$ cat src/rtl/idli_pkg.sv
// Shared types and constants for the idli retire-trace capture stage.
package idli_pkg;

  localparam int TRC_NIBBLES = 4;
  localparam int TRC_PC_W    = 16;

  typedef struct packed {
    logic [TRC_PC_W-1:0] pc;
    logic                skip;
  } trace_entry_t;

endpackage

$ cat src/rtl/idli_trace_fifo_m.sv
// DEPTH-entry synchronous FIFO of trace entries.
// Uses extra-MSB pointers, a registered read pointer and a combinational head mux.
module idli_trace_fifo_m
  import idli_pkg::*;
#(
  parameter int DEPTH = 4
) (
  input  logic         clk,
  input  logic         rst,
  input  logic         push,
  input  trace_entry_t data,
  input  logic         rdy,
  output logic         vld,
  output trace_entry_t head,
  output logic         drop
);

  localparam int AW = $clog2(DEPTH);

  logic [AW:0]  wr_ptr;
  logic [AW:0]  rd_ptr;
  trace_entry_t mem [DEPTH];
  logic         empty;
  logic         full;
  logic         pop;
  logic         wr_en;

  assign empty = (wr_ptr == rd_ptr);
  assign full  = (wr_ptr[AW] != rd_ptr[AW]) && (wr_ptr[AW-1:0] == rd_ptr[AW-1:0]);
  assign pop   = !empty && rdy;
  // A pop in the same cycle frees the slot, so a push into a full FIFO still lands.
  assign wr_en = push && (!full || pop);
  assign drop  = push && full && !pop;

  assign vld  = !empty;
  assign head = empty ? '0 : mem[rd_ptr[AW-1:0]];

  // NOTE: storage is cleared on reset too, so every register in the block starts at 0;
  // sequential state always uses <= so all flops sample pre-edge values.
  always_ff @(posedge clk or posedge rst) begin
    if (rst) begin
      wr_ptr <= '0;
      rd_ptr <= '0;
      for (int i = 0; i < DEPTH; i++) begin
        mem[i] <= '0;
      end
    end else begin
      if (wr_en) begin
        mem[wr_ptr[AW-1:0]] <= data;
        wr_ptr              <= wr_ptr + (AW+1)'(1);
      end
      if (pop) begin
        rd_ptr <= rd_ptr + (AW+1)'(1);
      end
    end
  end

endmodule

$ cat src/rtl/idli_trace_m.sv
// Retire-trace capture: deserialises the nibble-serial PC, queues {PC, skip} per
// retired instruction, counts retires and keeps sticky overflow/protocol-error flags.
module idli_trace_m
  import idli_pkg::*;
#(
  parameter int DEPTH  = 4,
  parameter int PC_ADJ = 1
) (
  input  logic        i_trc_gck,
  input  logic        i_trc_rst,
  input  logic        i_trc_en,
  input  logic        i_trc_nib_first,
  input  logic [3:0]  i_trc_pc,
  input  logic        i_trc_done,
  input  logic        i_trc_skip,
  output logic        o_trc_vld,
  input  logic        i_trc_rdy,
  output logic [15:0] o_trc_pc,
  output logic        o_trc_skip,
  output logic [15:0] o_trc_ret_cnt,
  output logic        o_trc_ovf,
  output logic        o_trc_err,
  input  logic        i_trc_clr
);

  localparam int              NW       = $clog2(TRC_NIBBLES);
  localparam logic [NW-1:0]   LAST_NIB = NW'(TRC_NIBBLES - 1);
  localparam logic [15:0]     ADJ      = 16'(PC_ADJ);

  logic [15:0]   pc_q;
  logic [15:0]   pc_d;
  logic [NW-1:0] nib_q;
  logic [NW-1:0] nib_idx;
  logic          push;
  logic          proto_err;
  logic          clr;
  logic          drop;
  logic          fifo_vld;
  trace_entry_t  wr_entry;
  trace_entry_t  head;

  assign pc_d      = {i_trc_pc, pc_q[15:4]};
  assign nib_idx   = i_trc_nib_first ? '0 : nib_q;
  assign push      = i_trc_en && i_trc_done && (nib_idx == LAST_NIB);
  assign proto_err = i_trc_en && i_trc_done && (nib_idx != LAST_NIB);
  assign clr       = i_trc_en && i_trc_clr;
  assign wr_entry  = '{pc: pc_d - ADJ, skip: i_trc_skip};

  always_ff @(posedge i_trc_gck or posedge i_trc_rst) begin
    if (i_trc_rst) begin
      pc_q  <= '0;
      nib_q <= '0;
    end else if (i_trc_en) begin
      pc_q  <= pc_d;
      nib_q <= i_trc_nib_first ? NW'(1) : nib_q + NW'(1);
    end
  end

  // Dropped entries still count as retired; set events beat a same-cycle clear.
  always_ff @(posedge i_trc_gck or posedge i_trc_rst) begin
    if (i_trc_rst) begin
      o_trc_ret_cnt <= '0;
      o_trc_ovf     <= 1'b0;
      o_trc_err     <= 1'b0;
    end else begin
      if (push) begin
        o_trc_ret_cnt <= o_trc_ret_cnt + 16'd1;
      end
      o_trc_ovf <= drop      || (o_trc_ovf && !clr);
      o_trc_err <= proto_err || (o_trc_err && !clr);
    end
  end

  idli_trace_fifo_m #(
    .DEPTH(DEPTH)
  ) u_fifo (
    .clk (i_trc_gck),
    .rst (i_trc_rst),
    .push(push),
    .data(wr_entry),
    .rdy (i_trc_rdy),
    .vld (fifo_vld),
    .head(head),
    .drop(drop)
  );

  assign o_trc_vld  = fifo_vld;
  assign o_trc_pc   = head.pc;
  assign o_trc_skip = head.skip;

endmodule

$ cat config.mk
export PLATFORM = sky130hd
export DESIGN_NAME = idli_trace_m
export DESIGN_NICKNAME = d
export VERILOG_FILES = /design/src/rtl/idli_pkg.sv /design/src/rtl/idli_trace_fifo_m.sv /design/src/rtl/idli_trace_m.sv
export SDC_FILE = /design/constraint.sdc
export NUM_CORES = 1
export LEC_CHECK = 0
export CELL_PAD_IN_SITES_DETAIL_PLACEMENT = 0
export CELL_PAD_IN_SITES_GLOBAL_PLACEMENT = 1
export CORE_MARGIN = 2
export CORE_UTILIZATION = 50
export CTS_BUF_LIST = sky130_fd_sc_hd__clkbuf_4
export DETAILED_ROUTE_END_ITERATION = 8
export PLACE_DENSITY = 0.92
export REMOVE_ABC_BUFFERS = 1
export SYNTH_ARGS = -nofsm -noshare
export SYNTH_HDL_FRONTEND = slang
export SYNTH_SLANG_ARGS = --single-unit
$ cat constraint.sdc
create_clock -name i_trc_gck -period 3.7 [get_ports i_trc_gck]
set_input_delay 0.555 -clock i_trc_gck [delete_from_list [all_inputs] [get_ports i_trc_gck]]
set_output_delay 0.555 -clock i_trc_gck [all_outputs]
set_load 0.01 [all_outputs]
==> metrics.md, run 1 <==
| Metric | Value |
|---|---|
| Die Area | `approximately 0.011 mm2` |
| Post-synthesis sequential area ratio | `50.9%` |
| Kind of end point of the critical path | `primary output` |
| First-iteration detailed-routing DRC count | `between 100 and 150` |
| Largest vdd supply drop | `274 uV` |
| Number of failing setup endpoints in the final timing report | `0` |
| Combined area of all synthesized cells | `~0.0052 mm2` |
| Wire length on met3 | `478 um` |
| Initial cell density of the core | `50.9%` |
| Vias in the first global route | `about 3400` |
| Dominant combinational cell family by area after synthesis | `multiplexers` |
| Global-route wire length before repair | `17600 um` |
| Synthesis Warnings | `0` |
| Horiz. Die Dim | `~110 um` |
| #FFs+latches synth | `around 110` |
| Maximum fanout count along the critical path | `20` |
| Data required time of the worst path | `~3.1 ns` |
| Count of port buffers added during placement | `47` |
| Leak Pwr | `around 2.6 nW` |
| Critical path buffers and inverters | `1` |
| Root Driver | `sky130_fd_sc_hd__clkbuf_4` |
| Number of I/O pins | `between 40 and 50` |
| Y dimension of the die | `about 110 um` |
| Length of routed wiring on met1 | `around 4600 um` |
| Most frequent cells after synthesis | `106 x sky130_fd_sc_hd__dfrtp_1, 39 x sky130_fd_sc_hd__mux2_2, 34 x sky130_fd_sc_hd__mux2_4` |
| Total Wirelength | `between 10000 and 15000 um` |
| Total count of hold-check failures in the final report | `0` |
| Total routing resource utilization after global routing | `roughly 20%` |
| Library cell occupying the most area in the post-synthesis netlist | `sky130_fd_sc_hd__dfrtp_1` |
| Routed via count divided by cell count | `~5.5` |
| Startpoint of the lowest-slack hold path | `o_trc_ret_cnt[15]` |
| Max-cap violation count | `0` |
| Number of synthesized flops with an enable pin | `0` |
| Flop-to-flop setup slack | `about 1.6 ns` |
| Avg Synthesized Cell Area | `~14 um2` |
| CP startpoint kind | `flop` |
| Pwr dens | `about 630 mW/mm2` |
| Endpoint of the worst hold-timing path | `o_trc_ret_cnt[15]` |
| First-pass detailed-route iteration total | `4` |
| Max Slew Vio Count | `0` |
| Routed via count | `between 3000 and 4000` |
| Launch point of the worst reg-to-reg path | `nib_q[0]` |
| Num rows | `37` |
| Mapped Cells | `around 370` |
| Clock transition at path regs | `roughly 0.17 ns` |
| Placed cell count | `around 550` |
| Cell area after placement | `around 0.0058 mm2` |
| Endpoint of the worst register-to-register path | `u_fifo.mem[30]` |
| Fraction of final layout cells with drive strength greater than 1 | `30.1%` |
| Portion of synthesized cell area occupied by the leading cell type | `between 50% and 60%` |
| Detailed Place HPWL | `roughly 7100 um` |
| Multiplexer share of the synthesized area | `26.2%` |
| Core region area | `0.0102 mm2` |
| Synth Area in Adders | `about 1.7%` |
| Number of antenna violations at the first check in global routing | `0` |
| Depth of the worst hold-timing path | `1` |
| Setup repair after global routing missed its margin | `no` |
| Met2 wire length | `about 5100 um` |
| Post-route cell area | `0.00595 mm2` |
| Synth area leaders | `sky130_fd_sc_hd__dfrtp_1 51%, sky130_fd_sc_hd__mux2_4 9.8%, sky130_fd_sc_hd__mux2_2 8.4%, sky130_fd_sc_hd__mux4_2 7.3%, sky130_fd_sc_hd__xnor2_1 4.5%` |
| Routability congestion estimate | `slightly below 0.8` |
| Setup_tns | `0 ns` |
| Clock tree skew after final layout | `about 0.021 ns` |
| Post-layout instance count excluding filler cells | `around 560` |
| Number of H-tree levels | `3` |
| Number of diodes | `0` |
| Synth-to-layout area growth | `14.2%` |
| Post-synthesis share of cell area spent on and, or, nand and nor gates | `9.51%` |
| Clock period minus final worst setup slack | `3.21 ns` |
| Average wire per cell in the routed design | `between 15 and 20 um` |
| Detail Route Antenna Nets | `0` |
| Most common cell in the netlist | `sky130_fd_sc_hd__dfrtp_1` |
| Share of the synthesized area in compound gates (AO/OA/AOI/OAI) | `2.18%` |
| Critical-path top delay cell | `sky130_fd_sc_hd__nand3b_1` |
| Clock latency on the worst-skew pair | `0.46 ns` |
| Ys async rst share | `100%` |
| Clock sink total | `106` |
| Highest metal used | `met4` |
| Remaining Overflow, GRT | `0` |
| Crit path cell chain | `xnor2_2 > nand3b_1 > and2_1 > clkdlybuf4s50_1` |
| Maximum number of pins on one net before global-route repair | `60` |
| Transition time of the tightest slew-check pin | `slightly below 1 ns` |
| # DRC | `0` |
| Clock buffer count from CTS | `9` |
| Hold-fix buffers, CTS | `0` |
| CP peak stage delay | `0.59 ns` |
| Predominant post-synthesis flop cell | `sky130_fd_sc_hd__dfrtp_1` |
| Number of buffers added for setup after CTS | `0` |
| Clock tree from TritonCTS | `built` |
| Crit path arrival time | `2.65 ns` |
| Max frequency | `~0.31 GHz` |
| Logic depth of the worst register-to-register path | `5` |
| Synthesized-area fraction occupied by xor and xnor cells | `6.17%` |
| Worst relative slew slack | `35.3%` |
| PostCTS Resize Cnt | `0` |
| Fin crit share | `86.7%` |
| Crit-path leading delay family | `simple AND/OR/NAND/NOR gates` |
| Post-synthesis cell type count | `39` |
| Path type of the worst setup path | `reg -> out` |
| Post-layout nets | `about 440` |
| Result of the run | `completed` |
| Bufs on Longest Clock Path | `2` |
| Class of the tightest hold or removal check | `reg -> reg` |
power by group:
group | internal [W] | total [W] | switching, W
Clock | 0.000211 | 0.000609 | 0.000398
Combinational | 0.000870 | 0.00146 | 0.000587
Sequential | 0.00146 | 0.00169 | 0.000232
Total | 0.00254 | 0.00375 | 0.00122
per-stage QoR:
step                setup slack (ns)  hold slack (ns)  util [%]  power (W)
CTS                            0.396            0.491      58.2    0.00380
floorplan                      0.356            0.452         -    0.00262
finish                         0.490            0.481      58.2    0.00375
global route                   0.225            0.524      58.2    0.00400
detailed placement             0.870            0.465      56.7    0.00318
global placement               0.982            0.464      56.7    0.00312
placed cells by master, fill, tap and decap left out, types with 3 or more instances in the layout:
master,netlist,layout
sky130_fd_sc_hd__xnor2_1,27,27
sky130_fd_sc_hd__nor2_1,7,7
sky130_fd_sc_hd__and2_1,18,18
sky130_fd_sc_hd__nand4_1,6,6
sky130_fd_sc_hd__and3_1,5,5
sky130_fd_sc_hd__a31oi_1,10,10
sky130_fd_sc_hd__mux2_4,34,34
sky130_fd_sc_hd__nand2_1,15,15
sky130_fd_sc_hd__clkdlybuf4s50_1,0,47
sky130_fd_sc_hd__clkbuf_4,0,9
sky130_fd_sc_hd__dfrtp_1,106,106
sky130_fd_sc_hd__buf_4,1,13
sky130_fd_sc_hd__mux2_2,39,39
sky130_fd_sc_hd__nor3_1,4,4
sky130_fd_sc_hd__inv_1,8,7
sky130_fd_sc_hd__nand3_1,12,12
sky130_fd_sc_hd__xor2_1,6,6
sky130_fd_sc_hd__mux4_2,17,17
sky130_fd_sc_hd__nand3b_1,3,3
sky130_fd_sc_hd__ha_1,7,7
state kept, by name, summed over array words and instances (netlist names):
register and cells:
nib_q 2, u_fifo.mem 68, o_trc_ret_cnt 16, pc_q 12, o_trc_ovf 1, u_fifo.rd_ptr 3, u_fifo.wr_ptr 3, o_trc_err 1
layer usage:
metal | GRT usage [%] | vias up
met5 | 0 | -
met4 | 5.55 | 0
met3 | 4.41 | 7
met2 | 32.9 | 69
met1 | 27.2 | 1579
li1 | - | 1419
final cells by class:
cell class	count	area, um2
clock inverters	7	76.3
multi-input cells	235	2380
well taps	136	170
flip-flops and latches	106	2650
repair buffers	60	568
fillers	836	4280
inverters	8	32.5
clock buffers	9	67.6
worst max path at each step:
stage / depth (start not counted) / endpoint / slack, ns / startpoint
2_1_floorplan: 1 / nib_q[0] / 0.36 / i_trc_rst
3_3_place_gp: 6 / u_fifo.mem[17] / 0.98 / i_trc_nib_first
3_5_place_dp: 6 / u_fifo.mem[17] / 0.87 / i_trc_nib_first
4_1_cts: 4 / o_trc_pc[1] / 0.40 / u_fifo.wr_ptr[0]
5_1_grt: 4 / o_trc_pc[1] / 0.23 / u_fifo.wr_ptr[0]
6_report: 4 / o_trc_pc[1] / 0.49 / u_fifo.wr_ptr[0]
kinds of logic (layout without fill, tap and decap cells):
| group | Yosys count | count (layout) |
|---|---|---|
| AO/OA/AOI/OAI | 18 | 18 |
| XOR/XNOR | 35 | 35 |
| adder cells (fa/ha/maj) | 7 | 7 |
| buffers and inverters | 27 | 84 |
| flip-flops | 106 | 106 |
| multiplexers | 93 | 93 |
| AND/OR/NAND/NOR | 82 | 82 |
No activity file was read; power rests on OpenSTA's default activity.
==> run 2: changes to the inputs <==
--- a/config.mk
+++ b/config.mk
@@ -13,6 +13,7 @@
 export DETAILED_ROUTE_END_ITERATION = 8
 export PLACE_DENSITY = 0.92
 export REMOVE_ABC_BUFFERS = 1
+export SETUP_SLACK_MARGIN = 0.2
 export SYNTH_ARGS = -nofsm -noshare
 export SYNTH_HDL_FRONTEND = slang
 export SYNTH_SLANG_ARGS = --single-unit
==> results of run 2 <==
No change in the layout: final DEF, timing and power equal those of run 1.
==> run 3: changes to the inputs <==
--- a/config.mk
+++ b/config.mk
@@ -11,9 +11,10 @@
 export CORE_UTILIZATION = 50
 export CTS_BUF_LIST = sky130_fd_sc_hd__clkbuf_4
 export DETAILED_ROUTE_END_ITERATION = 8
-export PLACE_DENSITY = 0.92
+export PLACE_DENSITY = 0.81
 export REMOVE_ABC_BUFFERS = 1
 export SETUP_SLACK_MARGIN = 0.2
 export SYNTH_ARGS = -nofsm -noshare
 export SYNTH_HDL_FRONTEND = slang
+export SYNTH_HIERARCHICAL = 1
 export SYNTH_SLANG_ARGS = --single-unit
==> run 3 against run 2 <==
Fmax decreased by 0.35%; first-iteration DRC count decreased by 25%; wire length down 4.2%; clock skew rose by 0.0012 ns; via count is 0.36% lower; global-route usage decreased by 1.1 points; area after synthesis grew 1.1%; critical endpoint is now o_trc_pc[7]; critical path depth up 1; synthesized cell count shrank 1.1%; largest cell class unchanged; power rose by 0.82%; cell count is 0.18% lower.
==> metrics.md, run 3 <==
| Metric | Value |
|---|---|
| Max-cap violation count | `0 (unchanged)` |
| Kind of end point of the critical path | `primary output (unchanged)` |
| Clock period minus final worst setup slack | `3.22 ns (was 3.21 ns)` |
| Predominant post-synthesis flop cell | `sky130_fd_sc_hd__dfrtp_1 (unchanged)` |
| Post-synthesis sequential area ratio | `50.4% (was 50.9%)` |
| Routed via count divided by cell count | `5.47 (was 5.48)` |
| Clock buffer count from CTS | `9 (unchanged)` |
| Max frequency | `0.310 GHz (was 0.312 GHz)` |
| Library cell occupying the most area in the post-synthesis netlist | `sky130_fd_sc_hd__dfrtp_1 (unchanged)` |
| Maximum number of pins on one net before global-route repair | `75 (was 60)` |
| Clock sink total | `106 (unchanged)` |
| Clock transition at path regs | `0.15 ns (was 0.17 ns)` |
| Average wire per cell in the routed design | `17.6 um (was 18.3 um)` |
| Remaining Overflow, GRT | `0 (unchanged)` |
| Fill cell count | `869 (was 836)` |
| Max Slew Vio Count | `0 (unchanged)` |
| Vias in the first global route | `3227 (was 3403)` |
| Horiz. Die Dim | `107 um (was 106 um)` |
| Most frequent cells after synthesis | `106 x sky130_fd_sc_hd__dfrtp_1, 67 x sky130_fd_sc_hd__mux2_2, 17 x sky130_fd_sc_hd__xor2_1 (was 106 x sky130_fd_sc_hd__dfrtp_1, 39 x sky130_fd_sc_hd__mux2_2, 34 x sky130_fd_sc_hd__mux2_4)` |
| First-pass detailed-route iteration total | `4 (unchanged)` |
| Total count of hold-check failures in the final report | `0 (unchanged)` |
| Detailed Place HPWL | `6590 um (was 7080 um)` |
| #FFs+latches synth | `106 (unchanged)` |
| Combined area of all synthesized cells | `0.00527 mm2 (was 0.00521 mm2)` |
| Leak Pwr | `2.82 nW (was 2.63 nW)` |
| Clock latency on the worst-skew pair | `0.44 ns (was 0.46 ns)` |
| Fraction of final layout cells with drive strength greater than 1 | `31.1% (was 30.1%)` |
| Result of the run | `completed (unchanged)` |
| Root Driver | `sky130_fd_sc_hd__clkbuf_4 (unchanged)` |
| Worst relative slew slack | `36.3% (was 35.3%)` |
| Setup_tns | `0 ns (unchanged)` |
| Clock tree from TritonCTS | `built (unchanged)` |
| Length of routed wiring on met1 | `4690 um (was 4650 um)` |
| Mapped Cells | `364 (was 368)` |
| Y dimension of the die | `107 um (was 106 um)` |
| Leading cell types in the layout, fill and taps excluded | `106 x sky130_fd_sc_hd__dfrtp_1, 67 x sky130_fd_sc_hd__mux2_2, 47 x sky130_fd_sc_hd__clkdlybuf4s50_1 (was 106 x sky130_fd_sc_hd__dfrtp_1, 47 x sky130_fd_sc_hd__clkdlybuf4s50_1, 39 x sky130_fd_sc_hd__mux2_2)` |
| Hold-fix buffers, CTS | `0 (unchanged)` |
| Synth-to-layout area growth | `15.0% (was 14.2%)` |
| Number of antenna violations at the first check in global routing | `0 (unchanged)` |
| Max reg flops | `68 (unchanged)` |
| Highest metal used | `met4 (unchanged)` |
| Critical-path top delay cell | `sky130_fd_sc_hd__dfrtp_1 (was sky130_fd_sc_hd__nand3b_1)` |
| Portion of synthesized cell area occupied by the leading cell type | `50.4% (was 50.9%)` |
| CP peak stage delay | `0.51 ns (was 0.59 ns)` |
| Number of synthesized flops with an enable pin | `0 (unchanged)` |
| Avg Synthesized Cell Area | `14.5 um2 (was 14.2 um2)` |
| Total Wirelength | `9840 um (was 10300 um)` |
| Data required time of the worst path | `3.14 ns (about the same)` |
| Post-layout nets | `439 (unchanged)` |
| Routed via count | `3063 (was 3074)` |
| Crit path arrival time | `2.67 ns (was 2.65 ns)` |
| Routability congestion estimate | `0.770 (was 0.793)` |
| Setup repair after global routing missed its margin | `no (unchanged)` |
| Largest vdd supply drop | `309 uV (was 274 uV)` |
| Count of port buffers added during placement | `47 (unchanged)` |
| Number of failing setup endpoints in the final timing report | `0 (unchanged)` |
| Synthesis Warnings | `6 (was 0)` |
| Number of H-tree levels | `3 (unchanged)` |
| Core region area | `0.0103 mm2 (was 0.0102 mm2)` |
| Die Area | `0.0114 mm2 (was 0.0113 mm2)` |
| Num rows | `37 (unchanged)` |
| Initial cell density of the core | `51.2% (was 50.9%)` |
| Total routing resource utilization after global routing | `19.0% (was 20.1%)` |
| Number of buffers added for setup after CTS | `0 (unchanged)` |
| PostCTS Resize Cnt | `0 (unchanged)` |
| # DRC | `0 (unchanged)` |
| Post-synthesis cell type count | `47 (was 39)` |
| First-iteration detailed-routing DRC count | `109 (was 145)` |
| Maximum fanout count along the critical path | `13 (was 20)` |
| Global-route wire length before repair | `16700 um (was 17600 um)` |
| Final Util | `58.9% (was 58.2%)` |
| Smallest setup slack after layout | `0.479 ns (was 0.490 ns)` |
| Most common cell in the netlist | `sky130_fd_sc_hd__dfrtp_1 (unchanged)` |
| Bufs on Longest Clock Path | `2 (unchanged)` |
| Number of diodes | `0 (unchanged)` |
| Number of I/O pins | `48 (unchanged)` |
| Ys async rst share | `100% (unchanged)` |
| Reg with most FFs | `u_fifo/mem (was u_fifo.mem)` |
| Crit path cell chain | `xor2_4 > nor3_2 > buf_4 > and2b_1 > clkdlybuf4s50_1 (was xnor2_2 > nand3b_1 > and2_1 > clkdlybuf4s50_1)` |
| Fin crit share | `87.1% (was 86.7%)` |
| Detail Route Antenna Nets | `0 (unchanged)` |
| Class of the tightest hold or removal check | `in -> async (was reg -> reg)` |
| Synth area leaders | `sky130_fd_sc_hd__dfrtp_1 50%, sky130_fd_sc_hd__mux2_2 14%, sky130_fd_sc_hd__mux4_2 5.6%, sky130_fd_sc_hd__xor2_1 2.8%, sky130_fd_sc_hd__xnor2_1 2.7% (was sky130_fd_sc_hd__dfrtp_1 51%, sky130_fd_sc_hd__mux2_4 9.8%, sky130_fd_sc_hd__mux2_2 8.4%, sky130_fd_sc_hd__mux4_2 7.3%, sky130_fd_sc_hd__xnor2_1 4.5%)` |
| Wire length on met3 | `295 um (was 478 um)` |
| Path type of the worst setup path | `reg -> out (unchanged)` |
| Post-Place Setup Slack | `0.912 ns (was 0.870 ns)` |
| Met2 wire length | `4730 um (was 5060 um)` |
| Pwr dens | `625 mW/mm2 (was 631 mW/mm2)` |
| Clock tree skew after final layout | `0.0219 ns (was 0.0206 ns)` |
| Leading cell type in the layout, fill and taps excluded | `sky130_fd_sc_hd__dfrtp_1 (unchanged)` |
| Registers with the most flip-flops | `u_fifo/mem: 68 flops, o_trc_ret_cnt: 16 flops, pc_q: 12 flops (was u_fifo.mem: 68 flops, o_trc_ret_cnt: 16 flops, pc_q: 12 flops)` |
| CP startpoint kind | `flop (unchanged)` |
| Transition time of the tightest slew-check pin | `0.953 ns (was 0.963 ns)` |
## run 3: cell types whose count changed after synthesis, sizes merged, moves of 3 or more
| cell | previous run | this run |
|---|---|---|
| a31oi | 10 | 0 |
| and2 | 18 | 5 |
| and2b | 0 | 8 |
| buf | 13 | 9 |
| mux2 | 74 | 82 |
| nand2b | 0 | 3 |
| nand3 | 12 | 3 |
| nor2b | 0 | 9 |
| nor4 | 3 | 6 |
| o41ai | 0 | 5 |
| xnor2 | 29 | 17 |
| xor2 | 6 | 19 |
## run 3: cell families after synthesis
group | count (synthesis) | synth area share [%]
fa+ha+maj | 7 | 1.66
simple gates | 82 | 9.74
buf+inv | 22 | 2.45
flops | 106 | 50.4
mux | 99 | 25.7
xor+xnor | 36 | 6.84
compound gates | 12 | 3.21
## run 3: worst paths after layout
kind | start | endpoint | slack (ns) | cells after the start
setup / recovery | u_fifo/wr_ptr[0] | o_trc_pc[7] | 0.48 | 5
hold / removal | i_trc_rst | o_trc_ret_cnt[2] | 0.43 | 2
setup reg to reg | u_fifo/wr_ptr[1] | u_fifo/mem[7] | 1.28 | 4
hold reg to reg | o_trc_ret_cnt[15] | o_trc_ret_cnt[15] | 0.49 | 1
max in group asynchronous | i_trc_rst | u_fifo/mem[8] | 2.33 | 3
min in group i_trc_gck | o_trc_ret_cnt[15] | o_trc_ret_cnt[15] | 0.49 | 1
## run 3: critical path, delay by kind of cell, from the launching register on
kind | cells | cell delay (ns)
buf+inv | 2 | 0.77
simple gates | 2 | 0.71
flops | 1 | 0.51
xor+xnor | 1 | 0.25
## run 3: report_power, final
| group | internal, W | switching [W] | leakage [nW] |
|---|---|---|---|
| combinational | 0.000813 | 0.000655 | 1.34 |
| sequential | 0.00145 | 0.000220 | 1.40 |
| clock | 0.000278 | 0.000367 | 0.0785 |
## run 3: metal layers
metal / global-route usage [%] / vias to the layer above
met5: 0 / -
met4: 5.38 / 0
met3: 3.16 / 12
met1: 26.6 / 1575
li1: - / 1419
met2: 30.8 / 57
## run 3: layout make-up
cell class                      count  area, um2  share of cell area (%)
Clock buffer                       10       75.1                    1.24
Clock inverter                      5       80.1                    1.32
Inverter                            9       33.8                   0.558
Multi-Input combinational cell    236       2490                    41.1
Sequential cell                   106       2650                    43.8
Tap cell                          136        170                    2.81
Timing Repair Buffer               58        553                    9.13
## run 3: metrics by stage
step	instances	instance area [um2]	total power [W]	hold slack [ns]
floorplan	351	5170	0.00263	0.457
global placement	545	5900	0.00313	0.463
detailed placement	545	5900	0.00318	0.466
CTS	560	6050	0.00383	0.417
global route	560	6050	0.00403	0.416
finish	560	6050	0.00379	0.431
==> RTL change: new RTL, config.mk and constraints of run 2 <==
`DEPTH` is set to 4 in 2 places; all go to 16.
--- a/src/rtl/idli_trace_fifo_m.sv
+++ b/src/rtl/idli_trace_fifo_m.sv
@@ -3,7 +3,7 @@
 module idli_trace_fifo_m
   import idli_pkg::*;
 #(
-  parameter int DEPTH = 4
+  parameter int DEPTH = 16
 ) (
   input  logic         clk,
   input  logic         rst,
--- a/src/rtl/idli_trace_m.sv
+++ b/src/rtl/idli_trace_m.sv
@@ -3,7 +3,7 @@
 module idli_trace_m
   import idli_pkg::*;
 #(
-  parameter int DEPTH  = 4,
+  parameter int DEPTH  = 16,
   parameter int PC_ADJ = 1
 ) (
   input  logic        i_trc_gck,
Function: no difference found for any inputs over 10 cycles, from zero or initial values and one cycle with i_trc_rst high; that may be too few to reach the edited logic, so the function may still have changed.
==> RTL change against run 2 <==
- maximum frequency shrank 6.2%
- sequential cell count grew 208
- combinational power grew 100%
- clock power grew to 4.8 times the old value
- setup slack lost 0.21 ns
- largest cell class unchanged
- synthesized area grew to 2.7 times the old value
- wire length grew to 3.3 times the old value
- core utilization grew 0.69 points
- highest routed layer unchanged
- non-clock buffer count grew 51
- cell area grew to 2.7 times the old value
- total power grew to 2.7 times the old value
==> RTL change: results (changes against run 2) <==
Post-synth top area cell: dfrtp_1 (unchanged)
RD Place Congestion: 0.822 (was 0.793)
Largest net degree at the start of global routing: 83 (was 60)
Worst min path class: input pin to asynchronous set/reset pin (was flip-flop to flip-flop)
Port buffer count: 47 (unchanged)
DRT Pass-1 Iters: 5 (was 4)
Yosys warns: 0 (unchanged)
CP Max Fanout: 19 (was 20)
VDD IR-drop max: 0.000328 V (was 0.000274 V)
Clock Pin Slew Worst Setup and Hold Paths: 0.07 ns (was 0.17 ns)
Fraction of layout cells with a size suffix above 1: 0.231 (was 0.301)
Total global-route track usage: 0.248 (was 0.201)
WP data arrival: 2.87 ns (was 2.65 ns)
Slew headroom: 0.138 (was 0.353)
Async S/R FF share, synth: 1.00 (unchanged)
DR vias: 10100 (was 3074)
Reg2reg end: u_fifo.mem[164] (was u_fifo.mem[30])
Yosys cell types: 43 (was 39)
Synth area leaders: dfrtp_1 (56%), mux4_2 (11%), a21oi_1 (6.4%) (was dfrtp_1 (51%), mux2_4 (9.8%), mux2_2 (8.4%))
Clock Skew: 0.0439 ns (was 0.0206 ns)
Post-synth top cells: dfrtp_1 (314), nor2_1 (186), a21oi_1 (179) (was dfrtp_1 (106), mux2_2 (39), mux2_4 (34))
R2R setup slack: 0.90 ns (was 1.56 ns)
Initial antenna violation count: 2 (was 0)
Root Buffer: clkbuf_4 (unchanged)
Final Net Count: 1356 (was 439)
P_leak: 0.00738 µW (was 0.00263 µW)
Status: finished, final reports clean (unchanged)
Global-route wire length before repair: 56.0 mm (was 17.6 mm)
First DRT Iteration DRCs: 828 (was 145)
Max Root-Sink Buffers: 3 (was 2)
Sequential area share after synthesis: 0.562 (was 0.509)
Regs by FF count: u_fifo.mem (272), o_trc_ret_cnt (16), pc_q (12) (was u_fifo.mem (68), o_trc_ret_cnt (16), pc_q (12))
Post-DP Area: 15100 µm² (was 5810 µm²)
Total CTS buffers: 82 (was 9)
FF-to-FF path depth: 8 (was 5)
Detailed Place HPWL: 20.9 mm (was 7.08 mm)
H-tree Lvls: 3 (unchanged)
WHS: 0.315 ns (was 0.481 ns)
Insertion delay to the later sink of the worst-skew pair: 0.69 ns (was 0.46 ns)
Worst r2r src: pc_q[4] (was nib_q[0])
Total Wirelength: 34.4 mm (was 10.3 mm)
==> RTL change: cell types whose count changed in the layout (fill, tap and decap cells not counted), sizes merged, moves of 44 or more <==
cell	change
dfrtp	+208
mux4	+51
nor2	+179
o21ai	+84
mux2	-44
buf	+50
nand2	+87
clkbuf	+113
a21oi	+187
==> RTL change: power by group <==
group	internal, µW	total [µW]	switching [µW]
clock	1550	2940	1390
sequential	3930	4320	395
combinational	1370	2970	1600
==> RTL change: worst max path at each step <==
stage | startpoint | slack (ns) | end | cells past startpoint
finish | u_fifo.rd_ptr[0] | 0.28 | o_trc_skip | 5
global route | u_fifo.rd_ptr[0] | 0.14 | o_trc_skip | 5
CTS | u_fifo.rd_ptr[0] | 0.18 | o_trc_pc[3] | 5
detailed placement | i_trc_nib_first | 0.45 | u_fifo.mem[153] | 6
global placement | i_trc_nib_first | 0.53 | u_fifo.mem[153] | 6
floorplan | i_trc_rst | -5.54 | nib_q[0] | 1
==> RTL change: cell type report <==
cell class                      count  area, µm²
Antenna cell                        2       5.00
Clock buffer                      121        908
Clock inverter                     14       78.8
Fill cell                        2302      11400
Inverter                           12       52.6
Multi-Input combinational cell    816       5750
Sequential cell                   314       7870
Tap cell                          378        473
Timing Repair Buffer              111       1130
==> RTL change: logic make-up after synthesis <==
logic type	synth area share
and+or+nand+nor	0.103
AOI/OAI and AO/OA	0.132
DFF	0.562
buffers and inverters	0.0335
muxes	0.136
xor gates and xnor gates	0.0263
adders and majority gates	0.00627
==> RTL change: repair_timing <==
item	CTS	global route
pin swaps	0	1
setup endpoints to repair	18	18
buffers inserted	1	3
gates resized for setup	9	9
cloned	2	1
==> RTL change: per-stage QoR <==
stage	std cells	worst slack (ns)	power, µW	TNS [ns]
detailed placement	1624	0.446	7080	0
floorplan	1142	-5.54	6060	-2035.16
global route	1768	0.143	10800	0
finish	1768	0.277	10200	0
global placement	1624	0.527	7010	0
CTS	1762	0.182	10200	0
==> RTL change: critical path: stages, from the launching register on <==
cell and delay (ns):
dfrtp_4 0.53, buf_16 0.23, mux4_2 0.52, a22oi_1 0.27
a21oi_1 0.13, clkdlybuf4s50_1 0.49
==> RTL change: routing by layer <==
| metal | up-vias | part of all wire | global-route usage |
|---|---|---|---|
| li1 | 4597 | - | - |
| met1 | 5127 | 0.42 | 0.339 |
| met2 | 350 | 0.49 | 0.392 |
| met3 | 58 | 0.071 | 0.0596 |
| met4 | 0 | 0.019 | 0.0870 |
| met5 | - | 0 | 0 |
